<file path="config.mk">
export PLATFORM = sky130hd
export DESIGN_NAME = mmind_game_ctrl_flat
export DESIGN_NICKNAME = d
export VERILOG_FILES = /design/src/rtl/mmind_game_ctrl_if.sv /design/src/rtl/mmind_game_ctrl.sv /design/src/flat_wrapper.sv
export SDC_FILE = /design/constraint.sdc
export NUM_CORES = 1
export LEC_CHECK = 0
export ABC_CLOCK_PERIOD_IN_PS = 9100
export BUFFER_PORTS_ARGS = -buffer_cell sky130_fd_sc_hd__buf_4
export CAP_MARGIN = 20
export CORE_ASPECT_RATIO = 1.5
export CORE_MARGIN = 1
export CORE_UTILIZATION = 50
export DETAILED_ROUTE_END_ITERATION = 16
export PLACE_DENSITY = 0.73
export REMOVE_ABC_BUFFERS = 1
export SLEW_MARGIN = 20
export SYNTH_ARGS = -nofsm -noshare
export SYNTH_HDL_FRONTEND = slang
export SYNTH_SLANG_ARGS = --single-unit
</file>
<file path="constraint.sdc">
create_clock -name clk -period 9.1 [get_ports clk]
set_clock_uncertainty 0.15 [all_clocks]
set_input_delay 0 -clock clk [delete_from_list [all_inputs] [get_ports clk]]
set_output_delay 0 -clock clk [all_outputs]
set_load 0.03 [all_outputs]
</file>
<file path="src/rtl/mmind_game_ctrl_if.sv">
// Signal bundle between the Mastermind game sequencer and its surroundings:
// button pulses and code-register contents in, register enables and score/status out.
interface mmind_game_ctrl_if #(
  parameter int TRY_W = 4
);
  logic             start;
  logic             submit;
  logic             secret_en;
  logic             guess_en;
  logic [7:0]       secret_q;
  logic [7:0]       guess_q;
  logic [2:0]       exact;
  logic [2:0]       partial;
  logic             score_valid;
  logic [TRY_W-1:0] tries;
  logic             busy;
  logic             win;
  logic             lose;

  modport master (
    output start, submit, secret_q, guess_q,
    input  secret_en, guess_en, exact, partial, score_valid, tries, busy, win, lose
  );

  modport slave (
    input  start, submit, secret_q, guess_q,
    output secret_en, guess_en, exact, partial, score_valid, tries, busy, win, lose
  );
endinterface

</file>
<file path="src/rtl/mmind_game_ctrl.sv">
// Mastermind game sequencer: loads the secret, latches guesses, scores each guess
// one colour/peg per cycle over four cycles, and tracks tries and win/lose.
//
// state | meaning
// IDLE  | power-up, waiting for start
// LOAD  | secret register captures switches
// GUESS | waiting for submit
// LATCH | guess register captures switches
// SCORE | four-cycle peg/colour accumulation
// CHECK | score presented, decide win/lose/continue
// WIN   | game won, results held
// LOSE  | tries exhausted, results held
module mmind_game_ctrl #(
  parameter int MAX_TRIES = 8,
  parameter int TRY_W     = 4
) (
  input logic               clk,
  input logic               reset,
  mmind_game_ctrl_if.slave  gif
);

  typedef enum logic [2:0] {
    IDLE  = 3'd0,
    LOAD  = 3'd1,
    GUESS = 3'd2,
    LATCH = 3'd3,
    SCORE = 3'd4,
    CHECK = 3'd5,
    WIN   = 3'd6,
    LOSE  = 3'd7
  } state_t;

  localparam logic [TRY_W-1:0] TRIES_MAX = TRY_W'(MAX_TRIES);

  state_t           state, state_nx;
  logic [1:0]       score_cnt;
  logic [1:0]       idx;
  logic [2:0]       ex_acc, m_acc;
  logic [2:0]       ex_sum, m_sum;
  logic [2:0]       cnt_s, cnt_g;
  logic             peg_hit;
  logic [2:0]       exact_r, partial_r;
  logic [TRY_W-1:0] tries_r;
  logic             score_valid_r;

  function automatic logic [2:0] colour_count(input logic [7:0] code, input logic [1:0] colour);
    logic [2:0] n;
    n = '0;
    for (int i = 0; i < 4; i++)
      n = n + {2'b00, code[2*i +: 2] == colour};
    return n;
  endfunction

  // score_cnt runs 3..0, so idx = 3 - score_cnt walks pegs/colours 0..3
  assign idx = ~score_cnt;

  always_comb begin
    cnt_s   = colour_count(gif.secret_q, idx);
    cnt_g   = colour_count(gif.guess_q, idx);
    peg_hit = gif.secret_q[{idx, 1'b0} +: 2] == gif.guess_q[{idx, 1'b0} +: 2];
    ex_sum  = ex_acc + {2'b00, peg_hit};
    m_sum   = m_acc + ((cnt_s < cnt_g) ? cnt_s : cnt_g);
  end

  always_ff @(posedge clk or negedge reset) begin
    if (!reset) state <= IDLE;
    else        state <= state_nx;
  end

  always_comb begin
    state_nx = state;
    unique case (state)
      IDLE:  if (gif.start) state_nx = LOAD;
      LOAD:  state_nx = GUESS;
      GUESS: if (gif.submit) state_nx = LATCH;
      LATCH: state_nx = SCORE;
      SCORE: if (score_cnt == 2'd0) state_nx = CHECK;
      CHECK: begin
        if (exact_r == 3'd4)          state_nx = WIN;
        else if (tries_r == TRIES_MAX) state_nx = LOSE;
        else                          state_nx = GUESS;
      end
      WIN, LOSE: if (gif.start) state_nx = LOAD;
      default: state_nx = IDLE;
    endcase
  end

  // Results are registered on the last SCORE edge so they are already valid
  // during CHECK, alongside score_valid.
  always_ff @(posedge clk or negedge reset) begin
    if (!reset) begin
      score_cnt     <= '0;
      ex_acc        <= '0;
      m_acc         <= '0;
      exact_r       <= '0;
      partial_r     <= '0;
      tries_r       <= '0;
      score_valid_r <= 1'b0;
    end else begin
      score_valid_r <= 1'b0;
      unique case (state)
        LOAD: begin
          exact_r   <= '0;
          partial_r <= '0;
          tries_r   <= '0;
        end
        LATCH: begin
          score_cnt <= 2'd3;
          ex_acc    <= '0;
          m_acc     <= '0;
        end
        SCORE: begin
          score_cnt <= score_cnt - 2'd1;
          ex_acc    <= ex_sum;
          m_acc     <= m_sum;
          if (score_cnt == 2'd0) begin
            score_valid_r <= 1'b1;
            exact_r       <= ex_sum;
            partial_r     <= m_sum - ex_sum;
            if (tries_r != TRIES_MAX) tries_r <= tries_r + 1'b1;
          end
        end
        default: ;
      endcase
    end
  end

  assign gif.secret_en   = (state == LOAD);
  assign gif.guess_en    = (state == LATCH);
  assign gif.busy        = (state == LOAD) || (state == LATCH) || (state == SCORE) || (state == CHECK);
  assign gif.win         = (state == WIN);
  assign gif.lose        = (state == LOSE);
  assign gif.score_valid = score_valid_r;
  assign gif.exact       = exact_r;
  assign gif.partial     = partial_r;
  assign gif.tries       = tries_r;

endmodule

</file>
<file path="src/flat_wrapper.sv">
// flat-port wrapper written by rule: the top's interface ports become plain ports
module mmind_game_ctrl_flat 
#(
  parameter int MAX_TRIES = 8,
  parameter int TRY_W     = 4
)
  (clk, reset, gif_start, gif_submit, gif_secret_q, gif_guess_q, gif_secret_en, gif_guess_en, gif_exact, gif_partial, gif_score_valid, gif_tries, gif_busy, gif_win, gif_lose);
  mmind_game_ctrl_if #(.TRY_W(TRY_W)) gif_i ();
  input logic clk;
  input logic reset;
  input wire logic [$bits(gif_i.start)-1:0] gif_start;
  input wire logic [$bits(gif_i.submit)-1:0] gif_submit;
  input wire logic [$bits(gif_i.secret_q)-1:0] gif_secret_q;
  input wire logic [$bits(gif_i.guess_q)-1:0] gif_guess_q;
  output wire logic [$bits(gif_i.secret_en)-1:0] gif_secret_en;
  output wire logic [$bits(gif_i.guess_en)-1:0] gif_guess_en;
  output wire logic [$bits(gif_i.exact)-1:0] gif_exact;
  output wire logic [$bits(gif_i.partial)-1:0] gif_partial;
  output wire logic [$bits(gif_i.score_valid)-1:0] gif_score_valid;
  output wire logic [$bits(gif_i.tries)-1:0] gif_tries;
  output wire logic [$bits(gif_i.busy)-1:0] gif_busy;
  output wire logic [$bits(gif_i.win)-1:0] gif_win;
  output wire logic [$bits(gif_i.lose)-1:0] gif_lose;
  assign gif_i.start = gif_start;
  assign gif_i.submit = gif_submit;
  assign gif_i.secret_q = gif_secret_q;
  assign gif_i.guess_q = gif_guess_q;
  assign gif_secret_en = gif_i.secret_en;
  assign gif_guess_en = gif_i.guess_en;
  assign gif_exact = gif_i.exact;
  assign gif_partial = gif_i.partial;
  assign gif_score_valid = gif_i.score_valid;
  assign gif_tries = gif_i.tries;
  assign gif_busy = gif_i.busy;
  assign gif_win = gif_i.win;
  assign gif_lose = gif_i.lose;
  mmind_game_ctrl #(.MAX_TRIES(MAX_TRIES), .TRY_W(TRY_W)) u_core (.clk(clk), .reset(reset), .gif(gif_i));
endmodule
</file>
==> qor.yml <==
synth_area_leader_cell: "dfrtp_1"
syn-cell-area_um2: 1780
p_leak_nw: 1.05
dieArea_um2: 3810
antenna_found_initial: 0
min_period_over_period_pct: 54.4
fin_util_pct: 62.7
grt_use_met1_pct: 24.0
diodes: 0
synth.area.top_cells: "dfrtp_1 31%, ha_1 9.1%, xnor2_1 5.9%"
cts_root_buf: "clkbuf_8"
syn_inst: 194
slew_violations: 0
grt_setup_unrepaired: "no"
die_w_um: 50.7
hp-class: "primary input to asynchronous set/reset pin"
crit_arrival_ns: 4.96
place_area_um2: 2050
coreArea_um2: 3420
finalSetupViolCount: 0
ys_top_cells_by_count: "27 x nand2_1, 22 x dfrtp_1, 18 x nor2_1, 17 x inv_1, 13 x ha_1"
crit_type: "register to register"
yosys_most_used_dff: "dfrtp_1"
grt_pass1_vias: 1451
max_stage_delay_ns: 0.77
row_count: 26
crit_required_ns: 9.11
start_kind: "register"
fin_crit_ns: 4.95
dpl.hpwl_um: 2750
outcome: "finished, final reports clean"
ys_seq_elements: 22
grt_usage_pct: 21.1
chipHeight_um: 75.1
yosysTopAreaCellShare_pct: 30.9
insertion_delay_ns: 0.27
power.switching_w: 0.000399
maxSlewHeadroom_pct: 56.6
cts_max_path_buffers: 2
sequentialPowerShare_pct: 22.2
swShare_pct: 46.0
cpMaxStageDelayCell: "dfrtp_1"
cts_tree: "done"
multiInputGateArea_um2: 1120
worst_slew_pin_slew_ns: 0.650
ant_nets: 0
initial_core_util_pct: 52.1
cts_sinks: 22
fin_area_um2: 2140
yosys_warnings: 0
fmax_mhz: 202
drt-total-wl_um: 3400
ys_types: 43
hold_violations: 0
grt_max_degree: 23
io_pins: 36
nFillCells: 322
hold_buffers: 2
p_int_w: 0.000468
ys_seq_area_share_pct: 30.9
postSynthAreaPerCell_um2: 9.17
worst-path-max-fanout: 15
gr-usage-met3_pct: 2.02
drt_iter0_markers: 27
drt_first_pass_iters: 4
wl_per_cell_um: 12.6
nNetsFinal: 265
grt_use_met2_pct: 40.9
irDropWorstVdd_v: 0.000275
grt_pass1_wl_um: 6130
gp_congestion: 0.846
cp_cell_sequence: "xnor2_1 -> nor2_1 -> ha_1 -> inv_1 -> fa_1 -> inv_1 -> ha_1 -> ha_1 -> a21o_1 -> a21o_1 -> mux2i_1 -> ha_1 -> fa_1 -> fa_1 -> xnor2_1 -> xnor2_1 -> nor2_1 -> a221o_1"
p_clk_share_pct: 10.7
via_per_inst: 5.31
register_area_um2: 551
yosysMostFrequentCell: "nand2_1"
grt_overflow: 0
top_usage_layer: "met2"
path_clk_slew_ns: 0.08
pwr_density_cell_nw_per_um2: 405
cp-end-kind: "register"
synth_edf_count: 0
drc: 0
synth-async-reset-ratio_pct: 100
cap_violations: 0
drive_gt1_share_pct: 21.6
final.setup.tns_ns: 0
path_common_cell: "ha_1"
cts_setup_buffers: 0
p_comb_share_pct: 67.1
power_w: 0.000867
cts_buffers: 3
cts.htree.levels: 1
ctsResizeCount: 0
vias: 1429
portBuffers: 35
layout-area-overhead-vs-synth_pct: 20.4
[cell type report]
type | count | area share, %
Multi-Input combinational cell | 147 | 52.3
Inverter | 17 | 2.98
Sequential cell | 22 | 25.7
Timing Repair Buffer | 37 | 13.2
Tap cell | 42 | 2.45
Clock buffer | 3 | 1.93
Clock inverter | 1 | 1.40
[through the flow]
| stage | hold slack (ns) | setup slack [ns] | std cells |
|---|---|---|---|
| after floorplan | -0.446 | 4.42 | 186 |
| after global placement | -0.244 | 4.21 | 263 |
| after detailed placement | -0.244 | 4.14 | 263 |
| after CTS | 0.00968 | 4.13 | 269 |
| after global routing | 0.0314 | 3.83 | 269 |
| final | 0.00882 | 4.15 | 269 |
[final timing paths]
path	startpoint	end	slack, ns	cells after the start
max in group asynchronous	reset	u_core.gif.partial[2]	8.57	2
worst min register to register	u_core.gif.partial[1]	u_core.gif.partial[1]	0.35	2
worst min-delay path	reset	u_core.gif.exact[0]	0.009	2
worst max register to register	u_core.score_cnt[0]	u_core.gif.partial[2]	4.15	18
worst max-delay path	u_core.score_cnt[0]	u_core.gif.partial[2]	4.15	18
min in group clk	gif_submit	u_core.state[0]	0.02	5
[worst max-delay path, delay by kind of cell, from the launching register on]
family,cells,cell delay (ns)
buf+inv,2,0.11
xor+xnor,3,0.55
flops,1,0.77
fa+ha+maj,7,2.33
compound gates,3,0.67
mux,1,0.12
simple gates,2,0.12
[metal layers]
metal / vias up / share of wire (%)
met4: 0 / 1.6
li1: 718 / -
met5: - / 0
met2: 34 / 54
met3: 5 / 2.8
met1: 672 / 42
[power by group through the flow]
stage / logic, W / registers (W) / clock network, W
final: 0.000582 / 0.000192 / 0.0000931
after global routing: 0.000668 / 0.000202 / 0.0000976
after CTS: 0.000592 / 0.000193 / 0.0000932
after detailed placement: 0.000588 / 0.000195 / 0
after global placement: 0.000575 / 0.000193 / 0
after floorplan: 0.000430 / 0.000208 / 0
[state kept, by name, indices dropped and copies added (netlist names)]
signal                  flops
u_core.gif.score_valid      1
u_core.state                3
u_core.score_cnt            2
u_core.gif.tries            4
u_core.gif.exact            3
u_core.gif.partial          3
u_core.ex_acc               3
u_core.m_acc                3
[layout by cell type (no fill, tap or decap), types with 4 or more instances in the layout]
cell type  count
xnor2_1       12
nor2_1        18
a21oi_1        8
nand2_1       27
xor2_1        10
o21ai_0       11
ha_1          13
nand2b_1       6
inv_1         17
fa_1           4
mux4_2         4
dfrtp_1       22
buf_4         35
[cells by family after synthesis]
| group | Yosys count | share of synthesized area [%] |
|---|---|---|
| fa+ha+maj | 17 | 13.6 |
| mux | 7 | 6.82 |
| xor+xnor | 22 | 10.8 |
| simple gates | 64 | 18.5 |
| compound gates | 37 | 13.2 |
| flops | 22 | 30.9 |
| buf+inv | 25 | 6.05 |
No activity file was read; power rests on OpenSTA's default activity.
